==> config.mk <==
export PLATFORM = sky130hd
export DESIGN_NAME = logic_sweep_ctrl
export DESIGN_NICKNAME = d
export VERILOG_FILES = /design/src/rtl/logic_sweep_ctrl.sv
export SDC_FILE = /design/constraint.sdc
export NUM_CORES = 1
export LEC_CHECK = 0
export CORE_UTILIZATION = 40
export CTS_BUF_LIST = sky130_fd_sc_hd__clkbuf_4 sky130_fd_sc_hd__clkbuf_8
export CTS_CLUSTER_SIZE = 25
export DETAILED_ROUTE_END_ITERATION = 7
export PLACE_DENSITY = 0.63
export SYNTH_ARGS = -nofsm -noshare
export SYNTH_HDL_FRONTEND = slang
export SYNTH_SLANG_ARGS = --single-unit
export TNS_END_PERCENT = 20
==> constraint.sdc <==
create_clock -name clk -period 2.95 [get_ports clk]
set_input_delay 0.885 -clock clk [delete_from_list [all_inputs] [get_ports clk]]
set_output_delay 0.885 -clock clk [all_outputs]
set_load 0.01 [all_outputs]
==> src/rtl/logic_sweep_ctrl.sv <==
// logic_sweep_ctrl: self-timed stimulus sequencer for the logic unit. It latches one operand
//   pair on start and steps lu_sel through codes 0..NOPS-1. Each code gets SETTLE idle cycles
//   before lu_out is captured into a result buffer and folded into a rotate-XOR signature.
// Latency: final capture NOPS*(SETTLE+1) edges after start acceptance, done pulses the cycle after.
// Backpressure: none; start is only sampled in IDLE, requests while busy are dropped (no queueing).
// Ports:
//   clk, rst_n          clock, asynchronous active-low reset
//   start, op_a, op_b   sweep request and operand pair (latched on acceptance)
//   lu_a, lu_b, lu_sel  registered drive to the logic unit
//   lu_out              combinational result returned by the logic unit
//   busy, done          status: busy outside IDLE, done one-cycle completion pulse
//   rd_addr, rd_data    asynchronous read port of the result buffer
//   signature           running rotate-left-then-XOR signature of captured results
module logic_sweep_ctrl #(
  parameter int WIDTH  = 32,
  parameter int SELW   = 3,
  parameter int NOPS   = 8,
  parameter int SETTLE = 1
) (
  input  logic             clk,
  input  logic             rst_n,
  input  logic             start,
  input  logic [WIDTH-1:0] op_a,
  input  logic [WIDTH-1:0] op_b,
  output logic [WIDTH-1:0] lu_a,
  output logic [WIDTH-1:0] lu_b,
  output logic [SELW-1:0]  lu_sel,
  input  logic [WIDTH-1:0] lu_out,
  output logic             busy,
  output logic             done,
  input  logic [SELW-1:0]  rd_addr,
  output logic [WIDTH-1:0] rd_data,
  output logic [WIDTH-1:0] signature
);

  // Counter holds values 0..SETTLE; SETTLE+2 keeps the width >= 1 when SETTLE is 0.
  localparam int CW    = $clog2(SETTLE + 2);
  // The buffer covers the whole select space. Entries at codes >= NOPS are never written,
  // so out-of-range reads return their reset value of zero without an address compare.
  localparam int DEPTH = 2 ** SELW;

  localparam logic [SELW-1:0] LAST_SEL = SELW'(NOPS - 1);
  localparam logic [CW-1:0]   SETTLE_C = CW'(SETTLE);

  typedef enum logic [1:0] {
    S_IDLE,
    S_WAIT,
    S_CAPTURE,
    S_DONE
  } state_t;

  state_t           state;
  logic [CW-1:0]    settle_cnt;
  logic [WIDTH-1:0] result_buf [DEPTH];
  logic [WIDTH-1:0] sig_next;

  // Rotate the running signature left by one, then fold in the current result.
  assign sig_next = {signature[WIDTH-2:0], signature[WIDTH-1]} ^ lu_out;

  assign rd_data = result_buf[rd_addr];

  always_ff @(posedge clk or negedge rst_n) begin
    if (!rst_n) begin
      state      <= S_IDLE;
      lu_a       <= '0;
      lu_b       <= '0;
      lu_sel     <= '0;
      settle_cnt <= '0;
      signature  <= '0;
      busy       <= 1'b0;
      done       <= 1'b0;
      for (int i = 0; i < DEPTH; i++) begin
        result_buf[i] <= '0;
      end
    end else begin
      case (state)
        S_IDLE: begin
          done <= 1'b0;
          if (start) begin
            lu_a       <= op_a;
            lu_b       <= op_b;
            lu_sel     <= '0;
            signature  <= '0;
            settle_cnt <= SETTLE_C;
            busy       <= 1'b1;
            state      <= (SETTLE > 0) ? S_WAIT : S_CAPTURE;
          end
        end

        S_WAIT: begin
          // Leaving on the count==1 edge makes WAIT last exactly SETTLE cycles.
          settle_cnt <= settle_cnt - CW'(1);
          if (settle_cnt == CW'(1)) begin
            state <= S_CAPTURE;
          end
        end

        S_CAPTURE: begin
          result_buf[lu_sel] <= lu_out;
          signature          <= sig_next;
          if (lu_sel == LAST_SEL) begin
            done  <= 1'b1;
            state <= S_DONE;
          end else begin
            lu_sel     <= lu_sel + SELW'(1);
            settle_cnt <= SETTLE_C;
            state      <= (SETTLE > 0) ? S_WAIT : S_CAPTURE;
          end
        end

        S_DONE: begin
          // Operands and select hold their last values; start is ignored this cycle.
          done  <= 1'b0;
          busy  <= 1'b0;
          state <= S_IDLE;
        end

        default: begin
          done  <= 1'b0;
          busy  <= 1'b0;
          state <= S_IDLE;
        end
      endcase
    end
  end

endmodule
[After elaboration in Yosys (flattened, before gate mapping)]
Index checks and enable logic that the tools add are counted.
W data, S select, Z words.
Word-level totals
  register bits: 361
  latch bits: 0
  memory bits (writable): 0
  bits in read-only memories: 0
  input bits: 102
  output and inout bits: 133
  logic and storage cells: 68
  memories: 0
Operators by class
  add/sub/neg operators: 2
  multiply operators: 0
  div/mod/pow operators: 0
  $lt $le $gt $ge: 3
  eq/ne operators: 9
  shift operators: 0
  multiplexer cells: 21
  bitwise logic cells: 3
  reduce and logical (&&, ||, !) cells: 14
Operators with widths (count)
  $bwmux W256: 1
  $mux W32: 4
  $bmux W32 S3: 1
  $demux W32 S3: 1
  $pmux W32 S2: 1
  $xor A32 B32 Y32: 1
  $reduce_and A2 Y1: 5
  $ge A4 B4 Y1 const B: 2
  $mux W2: 4
  $ne A2 B2 Y1 const B: 4
  $not A3 Y4: 2
  $pmux W2 S4: 1
  $mux W3: 2
  $pmux W2 S3: 1
  $pmux W3 S2: 1
  $reduce_and A3 Y1: 2
  $reduce_bool A2 Y1: 3
  $eq A2 B1 Y1 const B: 2
  $eq A2 B2 Y1 const B: 2
  $lt A4 B1 Y1 const B: 1
  $pmux W1 S2: 2
  $add A3 B1 Y3 const B: 1
  $eq A3 B3 Y1 const B: 1
  $reduce_bool A3 Y1: 1
  other kinds (5): 6

[Longest topological paths before layout]
  word-level depth: 6
  depth in mapped cells: 7
  mapped depth without buffers: 5

[Least setup slack after synthesis]
OpenSTA, ideal clock, no wires.
  kind: input-to-output
  from: in rd_addr[0]
  to: out rd_data[23]
  arrival: 2.001 ns
  data required time: 2.065 ns
  setup slack: 0.064 ns
  stages: 4
  path buffers: 2
  path through: buf_6 > buf_6 > mux4_1 > mux2_2
On the way
  cells in the longest elaborated chain, start to end: 4
RTL lines
  start: declaration: line 31  | input logic [SELW-1:0] rd_addr,
  $not A3 Y4 (implied by the code): line 60  | assign rd_data = result_buf[rd_addr];
  $bmux W32 S3: line 60
  $mux W32 (implied by the code) (2 in a row): line 60
  end: declaration: line 32  | output logic [WIDTH-1:0] rd_data,
Every way passes these cells. The select of a mux whose other input is x is not followed.

[Worst setup path in the final report]
  from: in rd_addr[0]
  to: out rd_data[30]
Same word-level chain as after synthesis.

==> results.cfg <==
[run_status]
status = finished with violations
violations = negative setup slack

[timing]
finClkSkew_ns = 0.0275
min_period_ns = 3.09
fin_crit_sh_pct = 105
finalSetupViolCount = 27
clock.fmax_ghz = 0.324
setup_slack_ns = -0.139
final_hold_viol_count = 0
tightest_slew_ns = 0.528
slew_headroom_pct = 64.7
drv_slew = 0
rsz0062_at_grt = yes

[layout]
final_common_cell = dfrtp_1
num-fill-cells = 3422
area_delta_synth_final_pct = 28.7
nets = 1393
final_cell_mix = 361 x dfrtp_1, 307 x mux2_2, 198 x clkdlybuf4s50_1, 83 x clkbuf_8, 55 x mux4_2
finish.utilization_pct = 52.3
drive_gt1_share_pct = 45.7

[cts]
insertion_delay_ns = 0.60
cts_sinks = 361
clk_pin_slew_ns = 0.06
tritoncts = yes
clk_path_buf_depth = 3
cts-root-buf = clkbuf_8
cts_max_level = 3
numCtsBuffers = 67

[setup_path]
startpoint = rd_addr[0]
critPathKind = in2out
crit_required_ns = 2.07
end_kind = primary output
arrival_ns = 2.20
reg2reg_from = state[0]
startpoint_type = input pin
cp_max_fo = 7

[detailed_routing]
routed-via-count = 9629
drt_iter0_drc = 411
drc = 0
viasPerCell = 5.19
first_pass_iters = 4
antenna_left = 0
wl_per_cell_um = 21.3
wirelength_um = 39500

[die]
initial_core_util_pct = 40.6
die_y_um = 203
dieArea_sq_mm = 0.0412
die_w_um = 203
core_area_sq_mm = 0.0398
ioPinCount = 235
row_count = 73

[logic_synthesis]
synth_seq_cells = 361
yosysSeqAreaShare_pct = 55.9
yosys-top-cells-area = dfrtp_1 56%, mux2_2 23%, mux4_1 9.3%, xnor2_1 1.7%, mux2_1 1.2%
yosysTopAreaCellShare_pct = 55.9
syn-num-nets = 1126
netlist_area_sq_mm = 0.0162
synth_warnings = 0
yosysTopAreaCell = dfrtp_1
syn_inst = 1017
syn_avg_cell_area_sq_um = 15.9
synth_cell_types = 35

[pwr]
pwr_density_cell_mw_per_mm2 = 1010
ir_drop_mv = 0.567
p_leak_nw = 8.77
power_w = 0.0210

[grt]
grt_max_degree = 68
grt_pass1_vias = 10530
antenna_found_initial = 1
top_usage_layer = met2
grt_pass1_wl_um = 62900
grtUsageTotal_pct = 20.0
grt_overflow_total = 0
grt_use_met1_pct = 27.2
grt_util_met3_pct = 4.19
use_met2_pct = 31.8

[place]
portBuffers = 234
hpwl_um = 24100
place.gp.congestion = 0.715

[flow_run]
cap_viol_max_count = 0

[hold_path]
min_path_type = in2async
-- sequential cells by signal, indices dropped and copies added (netlist names) --
name        flops
settle_cnt      2
lu_b           32
lu_sel          3
lu_a           32
signature      32
result_buf    256
state           2
done            1
busy            1
-- path summary, 6_finish.rpt --
path | to | slack, ns | depth (start not counted)
worst max-delay path | rd_data[30] | -0.14 | 6
worst min-delay path | signature[6] | 0.19 | 1
worst max register to register | result_buf[132] | 0.61 | 5
worst min register to register | result_buf[230] | 0.48 | 1
max in group asynchronous | lu_a[1] | 1.99 | 2
min in group clk | result_buf[230] | 0.48 | 1
-- layer usage --
layer | vias to the layer above | share of wire [%]
li1 | 4225 | -
met1 | 5095 | 44
met2 | 252 | 48
met3 | 55 | 5.4
met4 | 2 | 2.1
met5 | - | 0.030
-- Yosys cell counts --
library cell and n:
buf_6 11, nand2b_4 1, a2bb2oi_1 1, nand3_1 1
inv_1 3, mux2i_1 1, o311ai_0 1, nand2b_1 3
nor2b_1 2, mux4_2 7, a21oi_1 3, nor3_4 1
mux2_4 2, mux2_1 17, o22ai_1 1, nand2_1 42
nor3_1 1, buf_1 39, mux2i_2 1, nor2_1 1
nand4_1 1, buf_2 24, clkbuf_2 1, o21ai_0 35
mux2_2 335, nor3_2 1, a22o_1 3, nor3b_4 2
mux4_1 57, buf_4 9, xnor2_1 32, nand4b_4 3
clkbuf_1 7, ha_1 7, dfrtp_1 361
-- kinds of logic (layout without fill, tap and decap cells) --
family	Yosys count	after routing	share of synthesized area [%]
and+or+nand+nor	59	59	2.21
AOI/OAI and AO/OA	44	44	1.49
muxes	420	420	35.1
buffers and inverters	94	407	3.09
xor gates and xnor gates	32	32	1.73
adders and majority gates	7	7	0.542
DFF	361	361	55.9
other	0	1	0
-- worst max-delay path: stages --
cell	delay, ns
buf_16	0.12
buf_12	0.14
buf_8	0.12
mux4_2	0.50
mux2_4	0.30
buf_6	0.13
-- power breakdown --
group	internal (W)	switching [W]	total, W
sequential	0.00722	0.00127	0.00850
clock	0.00278	0.00211	0.00489
combinational	0.00476	0.00287	0.00764
-- stage by stage --
step	setup TNS, ns	area, sq um	setup WS [ns]	hold slack, ns	std cells
after detailed placement	-17.63	19200	-0.590	0.468	1728
final	-2.47	20800	-0.139	0.188	1856
after global routing	-3.34	20800	-0.175	0.176	1855
after global placement	-17.35	19200	-0.569	0.459	1728
after CTS	-2.70	20800	-0.140	0.170	1855
after floorplan	0	16200	0.0638	0.449	1017
-- timing repair --
action	in CTS	in global routing
hold buffers	0	0
setup endpoints to repair	32	32
setup buffers	7	0
resized for setup	242	7
cloned	5	0
-- cell type report --
class | count | area, sq um | share of cell area [%]
antenna | 1 | 2.50 | 0.0120
inverter | 3 | 11.3 | 0.0541
multi-input combinational | 562 | 6580 | 31.6
clock inverter | 13 | 81.3 | 0.391
clock buffer | 102 | 1280 | 6.17
sequential | 361 | 9030 | 43.4
tap | 525 | 657 | 3.16
timing repair buffer | 289 | 3160 | 15.2
Power figures use the tool's default switching activity.
